**config.mk**
```make
export PLATFORM = sky130hd
export DESIGN_NAME = clk_div_prog
export DESIGN_NICKNAME = d
export VERILOG_FILES = /design/src/rtl/clk_div_prog_pkg.sv /design/src/rtl/clk_div_prog_div_period_cnt.sv /design/src/rtl/clk_div_prog.sv
export SDC_FILE = /design/constraint.sdc
export NUM_CORES = 1
export LEC_CHECK = 0
export CORE_ASPECT_RATIO = 0.8
export CORE_MARGIN = 2
export CORE_UTILIZATION = 40
export DETAILED_ROUTE_END_ITERATION = 10
export SLEW_MARGIN = 20
export SYNTH_ARGS = -nofsm -noshare
export SYNTH_HDL_FRONTEND = slang
export SYNTH_SLANG_ARGS = --single-unit
```
**constraint.sdc**
```tcl
create_clock -name clk -period 3.5 [get_ports clk]
set_clock_uncertainty 0.05 [all_clocks]
set_input_delay 0.35 -clock clk [delete_from_list [all_inputs] [get_ports clk]]
set_output_delay 0.35 -clock clk [all_outputs]
set_load 0.05 [all_outputs]
```
**src/rtl/clk_div_prog_pkg.sv**
```systemverilog
// clk_div_prog_pkg: shared state encoding and divisor constants for the programmable divider
package clk_div_prog_pkg;
  typedef enum logic [1:0] {ST_IDLE, ST_RUN, ST_STOP} state_e;
  localparam int MIN_DIV = 2;
  localparam int LEGACY_DIV = 128;
endpackage

```
**src/rtl/clk_div_prog_div_period_cnt.sv**
```systemverilog
// div_period_cnt: period counter with the rise-point and period-boundary compares
module div_period_cnt
  import clk_div_prog_pkg::*;
#(
  parameter int CNT_W = 16
) (
  input  logic             clk,
  input  logic             reset_n,
  input  logic             run,
  input  logic [CNT_W-1:0] act_div,
  output logic             rise_hit,
  output logic             boundary
);
  logic [CNT_W-1:0] cnt_q, cnt_d, lo_len;
  assign lo_len   = act_div - (act_div >> 1);
  assign rise_hit = run && cnt_q == lo_len - CNT_W'(1);
  assign boundary = run && cnt_q == act_div - CNT_W'(1);
  // advance through the period, wrap at the boundary, park at 0 while idle
  always_comb cnt_d = (!run || boundary) ? '0 : cnt_q + CNT_W'(1);
  // counter register
  always_ff @(posedge clk or negedge reset_n)
    if (!reset_n) cnt_q <= '0;
    else cnt_q <= cnt_d;
endmodule

```
**src/rtl/clk_div_prog.sv**
```systemverilog
// clk_div_prog: programmable clock/strobe divider with boundary-synchronous ratio change
module clk_div_prog
  import clk_div_prog_pkg::*;
#(
  parameter int CNT_W      = 16,
  parameter int DEF_DIV    = LEGACY_DIV,
  parameter bit AUTO_START = 1'b1
) (
  input  logic             clk,
  input  logic             reset_n,
  input  logic             en,
  input  logic             div_load,
  input  logic [CNT_W-1:0] div_in,
  output logic             clk_o,
  output logic             rise_stb,
  output logic             fall_stb,
  output logic             div_pend,
  output logic             div_err,
  output logic             running
);
  localparam logic [CNT_W-1:0] MIN_DIV_W = CNT_W'(MIN_DIV);
  localparam logic [CNT_W-1:0] DEF_DIV_W = CNT_W'(DEF_DIV);
  localparam state_e RST_STATE = AUTO_START ? ST_RUN : ST_IDLE;
  state_e state_q, state_d;
  logic [CNT_W-1:0] act_div_q, act_div_d, pend_q, pend_d, div_clamp;
  logic div_pend_q, div_pend_d, div_err_q, div_err_d;
  logic clk_o_q, clk_o_d, rise_stb_q, rise_stb_d, fall_stb_q, fall_stb_d;
  logic run, rise_hit, boundary;
  assign run       = state_q != ST_IDLE;
  assign div_clamp = div_in < MIN_DIV_W ? MIN_DIV_W : div_in;
  div_period_cnt #(.CNT_W(CNT_W)) u_cnt (
    .clk     (clk),
    .reset_n (reset_n),
    .run     (run),
    .act_div (act_div_q),
    .rise_hit(rise_hit),
    .boundary(boundary)
  );
  // STOP only falls back to IDLE at a period boundary so clk_o is never truncated
  always_comb begin
    state_d = state_q == ST_IDLE ? (en ? ST_RUN : ST_IDLE)
            : en ? ST_RUN
            : (state_q == ST_STOP && boundary) ? ST_IDLE : ST_STOP;
  end
  // divisor staging: direct when idle or at a boundary, otherwise held pending until one
  always_comb begin
    act_div_d  = act_div_q;
    pend_d     = pend_q;
    div_pend_d = div_pend_q;
    if (div_load && (!run || boundary)) begin
      act_div_d  = div_clamp;
      div_pend_d = 1'b0;
    end else if (div_load) begin
      pend_d     = div_clamp;
      div_pend_d = 1'b1;
    end else if (boundary && div_pend_q) begin
      act_div_d  = pend_q;
      div_pend_d = 1'b0;
    end
    div_err_d = div_load && div_in < MIN_DIV_W;
  end
  // divided clock and its edge strobes
  always_comb begin
    clk_o_d    = (!run || boundary) ? 1'b0 : rise_hit ? 1'b1 : clk_o_q;
    rise_stb_d = rise_hit;
    fall_stb_d = boundary;
  end
  // state and output registers
  always_ff @(posedge clk or negedge reset_n)
    if (!reset_n) begin
      state_q    <= RST_STATE;
      act_div_q  <= DEF_DIV_W;
      pend_q     <= DEF_DIV_W;
      div_pend_q <= 1'b0;
      div_err_q  <= 1'b0;
      clk_o_q    <= 1'b0;
      rise_stb_q <= 1'b0;
      fall_stb_q <= 1'b0;
    end else begin
      state_q    <= state_d;
      act_div_q  <= act_div_d;
      pend_q     <= pend_d;
      div_pend_q <= div_pend_d;
      div_err_q  <= div_err_d;
      clk_o_q    <= clk_o_d;
      rise_stb_q <= rise_stb_d;
      fall_stb_q <= fall_stb_d;
    end
  assign clk_o    = clk_o_q;
  assign rise_stb = rise_stb_q;
  assign fall_stb = fall_stb_q;
  assign div_pend = div_pend_q;
  assign div_err  = div_err_q;
  assign running  = run;
endmodule

```
==> summary.md, run 1 <==
| Metric | Value |
|---|---|
| Outcome | completed |
| Cell breakdown of the critical path | inv_1, ha_1, fa_2, nor2b_1, o31ai_4, xnor2_1, a2111oi_2, nor4b_2, or4b_4, a2111oi_4, o21ba_1 |
| Via Count | 3221 |
| Largest vdd supply drop | 0.000242 V |
| Crit path max-delay family | compound AO/OA/AOI/OAI gates |
| Wire length of the first global-routing pass | 15.8 mm |
| Routing usage on met1 | 28.1% |
| Biggest area contributors in the synthesized netlist | sky130_fd_sc_hd__dfrtp_1 (32%), sky130_fd_sc_hd__ha_1 (9.9%), sky130_fd_sc_hd__xnor2_1 (7.3%), sky130_fd_sc_hd__nor2_1 (5.7%), sky130_fd_sc_hd__xor2_1 (5.4%) |
| Ys async rst share | 100% |
| Initial antenna violation count | 0 |
| Clock power frac | 21.9% |
| Cells after Synth | 431 |
| Number of global-route vias before repair | 3052 |
| Net count after synthesis | 484 |
| Via-per-instance ratio | 5.37 |
| Count of maximum capacitance violations | 0 |
| Clock tree from TritonCTS | done |
| Slew at the pin closest to its max-slew limit | 0.628 ns |
| Clock period minus final worst setup slack | 3.32 ns |
| Post-route worst hold slack | 0.0155 ns |
| Number of warnings reported in the yosys synthesis log | 0 |
| Synthesis-stage register bit count | 55 |
| Maximum root-to-sink buffer count | 2 |
| Highest achievable clock rate | 301 MHz |
| GR Util All Layers | 18.7% |
| Part of the cycle the worst path needs | 94.9% |
| Final wirelength | 9.77 mm |
| Ratio of cells with drive above 1 in the final layout | 13.4% |
| GR met3 Demand/Resource | 2.84% |
| Count of final hold-check violations | 0 |
| Initial cell density of the core | 41.5% |
| Chip width | 117 um |
| Max-slew violation count | 0 |
| Design Power | 2.32 mW |
| Primary flip-flop cell chosen by synthesis mapping | sky130_fd_sc_hd__dfrtp_1 |
| Multi-input gate area | 2510 um2 |
| Avg Cell Area, Syn | 9.41 um2 |
| Total core area | 9770 um2 |
| DRC violations left | 0 |
| Data required time at the worst endpoint | 3.69 ns |
| Category of the worst setup path capture point | register |
| Core Rows | 32 |
| CTS buffer count | 5 |
| Sum of net half-perimeters after detailed placement | 7.60 mm |
| Leakage power figure | 2.03 nW |
| Mapped cell area | 4060 um2 |
| Int Power | 1.45 mW |
| CP bufs+invs | 1 |
| Die span in y | 94.1 um |
| Area delta synth->final | 15.5% |
| Global route total overflow | 0 |
| Most used routing layer | met2 |
| Setup TNS Final | 0 ns |
| Worst setup margin | 0.180 ns |
| # setup viols final | 0 |
| Met2 Track Usage GR | 28.1% |
| Count of nets after finishing | 516 |
| Full die area | 11000 um2 |
| Skew-Pair Late Insertion Delay | 0.30 ns |
| Number of nets with antenna violations after detailed routing | 0 |
| Cell with the biggest individual delay on the critical path | sky130_fd_sc_hd__or4b_4 |
| Number of buffers added on ports | 25 |
| Pwr Density | 495 nW/um2 |
| Pin count of the biggest net entering global routing | 31 |
| Yosys top cell area share | 32.1% |
| Sequential cell area | 1380 um2 |
| Number of synthesized flops with an enable pin | 0 |
| Logic pwr share | 44.6% |
| Max stage delay on crit path | 0.50 ns |
| CP Launch Type | register |
| Leading cell types by count after synthesis | sky130_fd_sc_hd__nor2_1 (62), sky130_fd_sc_hd__dfrtp_1 (52), sky130_fd_sc_hd__xnor2_1 (34), sky130_fd_sc_hd__ha_1 (32), sky130_fd_sc_hd__inv_1 (29) |
| Clock Pin Slew Worst Setup and Hold Paths | 0.07 ns |
| Diodes inserted | 0 |
| Detailed-router iteration count before antenna repair | 5 |
| Most frequent cell after synthesis | sky130_fd_sc_hd__nor2_1 |
| Routed wirelength normalized by instance count | 16.3 um |
| Yosys cell types | 62 |
| Worst hold path class | in2async |
| 1st-iter DRT viols | 144 |
| Switching part of the total power | 37.6% |
| Final GP Congestion | 0.879 |
| Sinks on the clock net | 55 |
| Worst relative slew slack | 58.1% |
| Part of the Yosys area used for sequential elements | 34.0% |
| Worst slack, placed | 0.0564 ns |
| Worst Setup Path Type | reg2reg |
| Leading area contributor after synthesis | sky130_fd_sc_hd__dfrtp_1 |
| Depth of the CTS H-tree | 2 |
| Fillers | 983 |
| Clock root buffer | sky130_fd_sc_hd__clkbuf_16 |
| # IOs | 26 |
| Switch Pwr | 0.873 mW |
| Arrival time at the worst endpoint | 3.51 ns |
| Share of power burned in registers | 33.5% |
| Worst-path maximum fanout | 4 |
| Number of buffers inserted by hold repair at cts | 0 |
## cells in the final DEF (no fill, tap or decap), drive strengths merged, types with 4 or more instances in the layout
cell           synthesis  final
nand3                 11     11
a21oi                 14     14
o21a                   4      4
buf                    9     18
o22ai                 16     16
mux2                  14     14
or3                    4      4
nor2b                 11     11
clkbuf                 8      6
dfrtp                 52     52
xor2                  25     25
nor4b                  4      4
o31ai                  5      5
xnor2                 34     34
nor2                  62     62
o21ai                  6      6
nand2                 12     12
a2111oi                5      5
and3                   8      8
clkdlybuf4s50          0     24
nor4                   5      5
nand2b                 5      5
inv                   29     30
ha                    32     32
nor3                  11     11
## layer usage
layer	share of wire [%]	vias to the layer above
met1	50	1564
met4	1.7	0
li1	-	1562
met2	43	83
met5	0	-
met3	4.9	12
## repair_timing
action | CTS | global route
buffers inserted | 0 | 1
gates resized for setup | 0 | 6
setup endpoints to repair | 0 | 27
## state kept, by name, indices dropped and copies added (netlist names)
signal       count
clk_o            1
fall_stb         1
u_cnt.cnt_q     16
div_err          1
rise_stb         1
act_div_q       16
pend_q          16
state_q          2
div_pend         1
## stage by stage
step / instance area, um2 / util [%] / std cells
after floorplan: 4060 / - / 431
after global placement: 4510 / 46.1 / 591
after detailed placement: 4510 / 46.1 / 591
after CTS: 4650 / 47.6 / 599
after global routing: 4690 / 48.0 / 600
final: 4690 / 48.0 / 600
## power groups by stage
stage / combinational (mW) / sequential (mW) / clock, mW
6_report: 1.03 / 0.777 / 0.508
5_1_grt: 1.13 / 0.791 / 0.566
4_1_cts: 1.00 / 0.777 / 0.531
3_5_place_dp: 0.994 / 0.790 / 0
3_3_place_gp: 0.975 / 0.787 / 0
2_1_floorplan: 0.751 / 0.775 / 0
## kinds of logic (layout without fill, tap and decap cells)
logic type / count (synthesis) / after routing / share of synthesized area (%)
AO/OA/AOI/OAI: 74 / 74 / 14.1
XOR/XNOR: 61 / 61 / 13.9
adder cells (fa/ha/maj): 33 / 33 / 10.4
buffers and inverters: 46 / 79 / 4.75
flip-flops: 55 / 55 / 34.0
multiplexers: 15 / 15 / 4.13
AND/OR/NAND/NOR: 147 / 147 / 18.8
## worst paths after layout
check	start	endpoint	slack [ns]	cells after the start
max	act_div_q[1]	clk_o	0.18	11
max in group asynchronous	reset_n	pend_q[7]	2.52	2
min	reset_n	u_cnt.cnt_q[3]	0.02	1
min reg2reg	clk_o	clk_o	0.45	1
max reg2reg	act_div_q[1]	clk_o	0.18	11
min in group clk	en	state_q[0]	0.45	1
## final cells by class
cell class	instances	share of cell area (%)
Multi-Input combinational cell	330	53.6
Sequential cell	55	29.4
Timing Repair Buffer	42	7.96
Tap cell	136	3.63
Clock buffer	6	2.75
Inverter	29	2.32
Clock inverter	2	0.347
No activity file was read; power rests on OpenSTA's default activity.
==> inputs of run 2 (changes only) <==
--- a/config.mk
+++ b/config.mk
@@ -5,6 +5,7 @@
 export SDC_FILE = /design/constraint.sdc
 export NUM_CORES = 1
 export LEC_CHECK = 0
+export CAP_MARGIN = 20
 export CORE_ASPECT_RATIO = 0.8
 export CORE_MARGIN = 2
 export CORE_UTILIZATION = 40
==> constraint.sdc (replaced) <==
create_clock -name clk -period 4.1 [get_ports clk]
set_clock_uncertainty 0.05 [all_clocks]
set_input_delay 0.41 -clock clk [delete_from_list [all_inputs] [get_ports clk]]
set_output_delay 0.41 -clock clk [all_outputs]
set_load 0.05 [all_outputs]
==> run 2 against run 1 <==
Effect of this change: critical path depth is 1 lower; setup slack improved by 0.34 ns; die area unchanged; non-clock buffer count down 13; final area fell by 2.4%; power shrank 16%; combinational power decreased by 21%; critical endpoint unchanged; highest routed layer unchanged.
==> summary.md, run 2 (synthesis results as in run 1) <==
| Metric | Value |
|---|---|
| Outcome | completed (unchanged) |
| Number of buffers added on ports | 25 (unchanged) |
| Crit path max-delay family | compound AO/OA/AOI/OAI gates (unchanged) |
| Via Count | 3070 (was 3221) |
| Chip width | 117 um (unchanged) |
| Max stage delay on crit path | 0.52 ns (was 0.50 ns) |
| 1st-iter DRT viols | 190 (was 144) |
| Largest vdd supply drop | 0.000203 V (was 0.000242 V) |
| Clock root buffer | sky130_fd_sc_hd__clkbuf_16 (unchanged) |
| Worst-path maximum fanout | 10 (was 4) |
| Leakage power figure | 1.98 nW (was 2.03 nW) |
| CTS buffer count | 5 (unchanged) |
| Total core area | 9770 um2 (unchanged) |
| Share of power burned in registers | 34.7% (was 33.5%) |
| Highest achievable clock rate | 280 MHz (was 301 MHz) |
| Worst hold path class | in2async (unchanged) |
| Setup TNS Final | 0 ns (unchanged) |
| Ratio of cells with drive above 1 in the final layout | 9.98% (was 13.4%) |
| Sinks on the clock net | 55 (unchanged) |
| Leading cell type in the layout, fill and taps excluded | sky130_fd_sc_hd__nor2_1 (unchanged) |
| Sum of net half-perimeters after detailed placement | 7.28 mm (was 7.60 mm) |
| Initial antenna violation count | 0 (unchanged) |
| Switching part of the total power | 37.8% (was 37.6%) |
| Registers with the highest flip-flop counts | act_div_q x16, pend_q x16, u_cnt.cnt_q x16 (unchanged) |
| CP Launch Type | register (unchanged) |
| Core Rows | 32 (unchanged) |
| Count of final hold-check violations | 0 (unchanged) |
| Total setup buffers inserted after CTS | 0 (unchanged) |
| Switch Pwr | 0.739 mW (was 0.873 mW) |
| Global route total overflow | 0 (unchanged) |
| Area delta synth->final | 12.8% (was 15.5%) |
| Number of nets with antenna violations after detailed routing | 0 (unchanged) |
| Worst Setup Path Type | reg2reg (unchanged) |
| Part of the cycle the worst path needs | 87.2% (was 94.9%) |
| Clock power frac | 23.9% (was 21.9%) |
| Most used cells in the layout excluding fill and tap cells | sky130_fd_sc_hd__nor2_1 (62), sky130_fd_sc_hd__dfrtp_1 (52), sky130_fd_sc_hd__xnor2_1 (34) (unchanged) |
| Number of global-route vias before repair | 2999 (was 3052) |
| Final GP Congestion | 0.875 (was 0.879) |
| # IOs | 26 (unchanged) |
| Clock period minus final worst setup slack | 3.58 ns (was 3.32 ns) |
| Cell with the biggest individual delay on the critical path | sky130_fd_sc_hd__or4b_4 (unchanged) |
| Clock Pin Slew Worst Setup and Hold Paths | 0.08 ns (was 0.07 ns) |
| Final core utilization | 46.8% (was 48.0%) |
| Final wirelength | 9.55 mm (was 9.77 mm) |
| Count of nets after finishing | 503 (was 516) |
| Area of all placed cells without fillers | 4580 um2 (was 4690 um2) |
| CP bufs+invs | 0 (was 1) |
| Pin count of the biggest net entering global routing | 56 (was 31) |
| # setup viols final | 0 (unchanged) |
| Via-per-instance ratio | 5.23 (was 5.37) |
| Routed wirelength normalized by instance count | 16.3 um (about the same) |
| Full die area | 11000 um2 (unchanged) |
| Clock tree from TritonCTS | done (unchanged) |
| Max-slew violation count | 0 (unchanged) |
| Initial cell density of the core | 41.5% (unchanged) |
| Depth of the CTS H-tree | 2 (unchanged) |
| GR Util All Layers | 18.5% (was 18.7%) |
| Logic pwr share | 41.4% (was 44.6%) |
| DRC violations left | 0 (unchanged) |
| Int Power | 1.22 mW (was 1.45 mW) |
| Data required time at the worst endpoint | 4.29 ns (was 3.69 ns) |
| Cell area after placement | 4420 um2 (was 4510 um2) |
| Category of the worst setup path capture point | register (unchanged) |
| RSZ-0062 raised after global routing | no |
| Pwr Density | 428 nW/um2 (was 495 nW/um2) |
| Maximum root-to-sink buffer count | 2 (unchanged) |
| Cell breakdown of the critical path | ha_1, fa_1, nor2b_1, o31ai_4, xnor2_1, a2111oi_0, nor4b_1, or4b_4, a2111oi_4, o21ba_1 (was inv_1, ha_1, fa_2, nor2b_1, o31ai_4, xnor2_1, a2111oi_2, nor4b_2, or4b_4, a2111oi_4, o21ba_1) |
| Worst relative slew slack | 53.3% (was 58.1%) |
| Count of maximum capacitance violations | 0 (unchanged) |
| Slew at the pin closest to its max-slew limit | 0.700 ns (was 0.628 ns) |
| Die span in y | 94.1 um (unchanged) |
| Number of buffers inserted by hold repair at cts | 0 (unchanged) |
| Skew-Pair Late Insertion Delay | 0.30 ns (about the same) |
| Detailed-router iteration count before antenna repair | 5 (unchanged) |
| Arrival time at the worst endpoint | 3.77 ns (was 3.51 ns) |
| Number of resized instances in the post-cts repair step | 0 (unchanged) |
| Diodes inserted | 0 (unchanged) |
| Wire length of the first global-routing pass | 15.6 mm (was 15.8 mm) |
==> run 2: cell count changes in the layout (fill, tap and decap cells not counted), sizes merged <==
| cell | delta |
|---|---|
| buf | -13 |
==> run 2: routing by layer <==
metal	vias to the layer above	part of all wire [%]	track usage (%)
li1	1536	-	-
met1	1461	54	28.4
met2	62	41	26.9
met3	11	3.4	2.97
met4	0	1.5	4.80
met5	-	0	0
==> run 2: area by class of cell <==
type	count	area, um2
Fill cell	938	5190
Multi-Input combinational cell	330	2480
Sequential cell	55	1380
Timing Repair Buffer	29	275
Tap cell	136	170
Clock buffer	6	139
Inverter	29	109
Clock inverter	2	18.8
==> run 2: worst paths after layout <==
path / start / endpoint / slack [ns] / cells past startpoint
max in group asynchronous: reset_n / act_div_q[13] / 3.34 / 2
worst max register to register: act_div_q[0] / clk_o / 0.52 / 10
min in group clk: clk_o / clk_o / 0.45 / 1
worst min-delay path: reset_n / u_cnt.cnt_q[8] / 0.18 / 2
worst max-delay path: act_div_q[0] / clk_o / 0.52 / 10
worst min register to register: clk_o / clk_o / 0.45 / 1
==> run 2: power groups by stage <==
stage	sequential (mW)	clock, mW	combinational, mW
finish	0.679	0.468	0.810
global route	0.689	0.504	0.897
CTS	0.678	0.478	0.806
detailed placement	0.689	0	0.797
global placement	0.686	0	0.788
floorplan	0.662	0	0.641
==> run 2: per-stage QoR <==
step	hold slack (ns)	total power, mW	std cells	setup WS (ns)
final	0.177	1.96	587	0.523
after global routing	0.251	2.09	587	0.252
after CTS	0.219	1.96	587	0.520
after detailed placement	0.438	1.49	579	0.547
after global placement	0.438	1.47	579	0.603
after floorplan	0.0644	1.30	431	0.916
==> inputs of run 3 (changes only) <==
==> constraint.sdc (replaced) <==
create_clock -name clk -period 3.28 [get_ports clk]
set_clock_uncertainty 0.05 [all_clocks]
set_input_delay 0.328 -clock clk [delete_from_list [all_inputs] [get_ports clk]]
set_output_delay 0.328 -clock clk [all_outputs]
set_load 0.05 [all_outputs]
==> run 3 against run 2 <==
Effect of this change: clock power grew 39%; final area grew 8.2%; count of clock-buffer cells in the layout shrank 1; wire length grew 6.2%; sequential share of layout area shrank 2.3 points; global-route usage grew 1.3 points; critical path depth grew 1; power grew 37%; critical endpoint is now act_div_q[5]; largest cell class unchanged.
==> summary.md, run 3 (synthesis results as in run 1) <==
| Metric | Value |
|---|---|
| Full die area | 11000 um2 (unchanged) |
| Capture instance of the worst register-to-register path | act_div_q[5] (was clk_o) |
| Sum of net half-perimeters after detailed placement | 8.09 mm (was 7.28 mm) |
| Detailed-router iteration count before antenna repair | 4 (was 5) |
| # IOs | 26 (unchanged) |
| Logic pwr share | 45.1% (was 41.4%) |
| Clock tree from TritonCTS | done (unchanged) |
| Int Power | 1.70 mW (was 1.22 mW) |
| Number of global-route vias before repair | 3269 (was 2999) |
| Worst Setup Path Type | reg2reg (unchanged) |
| Most used routing layer | met1 (unchanged) |
| Via-per-instance ratio | 5.28 (was 5.23) |
| Clock power frac | 24.3% (was 23.9%) |
| Total core area | 9770 um2 (unchanged) |
| Global route total overflow | 0 (unchanged) |
| Diodes inserted | 0 (unchanged) |
| Data required time at the worst endpoint | 3.43 ns (was 4.29 ns) |
| Final wirelength | 10.1 mm (was 9.55 mm) |
| R2r startpoint | act_div_q[2] (was act_div_q[0]) |
| Maximum root-to-sink buffer count | 2 (unchanged) |
| Worst-path maximum fanout | 20 (was 10) |
| Die span in y | 94.1 um (unchanged) |
| Core Rows | 32 (unchanged) |
| Clock period minus final worst setup slack | 3.16 ns (was 3.58 ns) |
| Share of power burned in registers | 30.6% (was 34.7%) |
| Category of the worst setup path capture point | register (unchanged) |
| RSZ-0062 raised after global routing | yes (was no) |
| Number of buffers added on ports | 25 (unchanged) |
| Routed wirelength normalized by instance count | 16.2 um (was 16.3 um) |
| Largest vdd supply drop | 0.000244 V (was 0.000203 V) |
| Via Count | 3303 (was 3070) |
| Leakage power figure | 2.18 nW (was 1.98 nW) |
| 1st-iter DRT viols | 235 (was 190) |
| Worst Setup SP | act_div_q[2] (was act_div_q[0]) |
| Ratio of cells with drive above 1 in the final layout | 18.8% (was 9.98%) |
| DRC violations left | 0 (unchanged) |
| Setup slack, reg-to-reg | 0.12 ns (was 0.52 ns) |
| Count of placed standard cells in the final layout, fillers left out | 625 (was 587) |
| Clock Pin Slew Worst Setup and Hold Paths | 0.08 ns (about the same) |
| Most used cells in the layout excluding fill and tap cells | sky130_fd_sc_hd__nor2_1 (61), sky130_fd_sc_hd__dfrtp_1 (52), sky130_fd_sc_hd__buf_4 (40) (was sky130_fd_sc_hd__nor2_1 (62), sky130_fd_sc_hd__dfrtp_1 (52), sky130_fd_sc_hd__xnor2_1 (34)) |
| Initial cell density of the core | 41.5% (unchanged) |
| Registers with the highest flip-flop counts | act_div_q x16, pend_q x16, u_cnt.cnt_q x16 (unchanged) |
| Depth of the CTS H-tree | 2 (unchanged) |
| Highest achievable clock rate | 317 MHz (was 280 MHz) |
| Count of placed standard cells including taps | 617 (was 579) |
| Clock root buffer | sky130_fd_sc_hd__clkbuf_16 (unchanged) |
| CTS buffer count | 5 (unchanged) |
| Arrival time at the worst endpoint | 3.31 ns (was 3.77 ns) |
| Chip width | 117 um (unchanged) |
| Worst-case reg-to-reg path depth | 11 (was 10) |
| GR met3 Demand/Resource | 3.03% (was 2.97%) |
| Switch Pwr | 0.980 mW (was 0.739 mW) |
| Count of maximum capacitance violations | 0 (unchanged) |
| Skew-Pair Late Insertion Delay | 0.30 ns (about the same) |
| Routing usage on met1 | 31.3% (was 28.4%) |
| Final core utilization | 50.7% (was 46.8%) |
| Sinks on the clock net | 55 (unchanged) |
| Count of nets after finishing | 541 (was 503) |
| # setup viols final | 0 (unchanged) |
| Number of buffers inserted by hold repair at cts | 0 (unchanged) |
| Pwr Density | 540 nW/um2 (was 428 nW/um2) |
| Wire length of the first global-routing pass | 16.8 mm (was 15.6 mm) |
| Outcome | completed (unchanged) |
| Critical path destination | act_div_q[5] (was clk_o) |
| Part of the cycle the worst path needs | 96.3% (was 87.2%) |
| Slew at the pin closest to its max-slew limit | 0.902 ns (was 0.700 ns) |
| Switching part of the total power | 36.6% (was 37.8%) |
| GR Util All Layers | 19.8% (was 18.5%) |
| Leading cell type in the layout, fill and taps excluded | sky130_fd_sc_hd__nor2_1 (unchanged) |
| Design Power | 2.68 mW (was 1.96 mW) |
| Max-slew violation count | 0 (unchanged) |
| CP Launch Type | register (unchanged) |
| Count of final hold-check violations | 0 (unchanged) |
| Worst relative slew slack | 39.9% (was 53.3%) |
| Final GP Congestion | 0.903 (was 0.875) |
| Pin count of the biggest net entering global routing | 39 (was 56) |
| Area delta synth->final | 22.1% (was 12.8%) |
| Met2 Track Usage GR | 28.0% (was 26.9%) |
| Number of nets with antenna violations after detailed routing | 0 (unchanged) |
| Initial antenna violation count | 0 (unchanged) |
| Post-route worst hold slack | 0.0784 ns (was 0.177 ns) |
| Worst hold path class | in2async (unchanged) |
[run 3: power groups by stage]
stage	Clock (mW)	Combinational [mW]	Sequential (mW)
5_1_grt	0.696	1.32	0.828
2_1_floorplan	0	0.802	0.828
3_5_place_dp	0	1.15	0.829
6_report	0.651	1.21	0.817
4_1_cts	0.666	1.17	0.816
3_3_place_gp	0	1.14	0.827
[run 3: worst min-delay path by stage]
stage	start	to	depth (start not counted)
finish	reset_n	u_cnt.cnt_q[7]	1
global route	reset_n	u_cnt.cnt_q[8]	1
CTS	reset_n	u_cnt.cnt_q[6]	1
detailed placement	clk_o	clk_o	1
global placement	clk_o	clk_o	1
floorplan	reset_n	act_div_q[0]	0
[run 3: worst max-delay path, cell delays in order, from the launching register on]
cell	delay (ns)
sky130_fd_sc_hd__dfrtp_1	0.38
sky130_fd_sc_hd__inv_1	0.14
sky130_fd_sc_hd__ha_1	0.24
sky130_fd_sc_hd__nand4_1	0.24
sky130_fd_sc_hd__nor4b_2	0.31
sky130_fd_sc_hd__o2111ai_1	0.14
sky130_fd_sc_hd__or4_1	0.45
sky130_fd_sc_hd__o31ai_2	0.32
sky130_fd_sc_hd__buf_6	0.27
sky130_fd_sc_hd__nand2_2	0.21
sky130_fd_sc_hd__o22ai_1	0.25
sky130_fd_sc_hd__nor2_1	0.05
[run 3: metrics by stage]
step	cell area, um2	TNS, ns	worst slack [ns]
2_1_floorplan	4060	0	0.0963
3_3_place_gp	4720	-2.07	-0.216
3_5_place_dp	4720	-1.41	-0.156
4_1_cts	4910	-0.0581	-0.0581
5_1_grt	4950	-4.37	-0.195
6_report	4950	0	0.121
[run 3: repair_timing]
action / CTS / global route
buffers inserted: 0 / 0
setup endpoints to repair: 16 / 33
gates cloned: 0 / 0
endpoints found under the hold margin: 0 / 0
pin swaps: 1 / 1
gates resized for setup: 5 / 8
[run 3: layout make-up]
type | instances | area [um2]
multi-input combinational | 330 | 2540
clock inverter | 3 | 50.0
timing repair buffer | 67 | 577
tap | 136 | 170
fill | 958 | 4820
sequential | 55 | 1380
inverter | 29 | 109
clock buffer | 5 | 125
[run 3: routing by layer]
layer | vias up | wire, um
li1 | 1619 | -
met1 | 1594 | 5350
met2 | 80 | 4120
met3 | 10 | 514
met4 | 0 | 158
met5 | - | 0
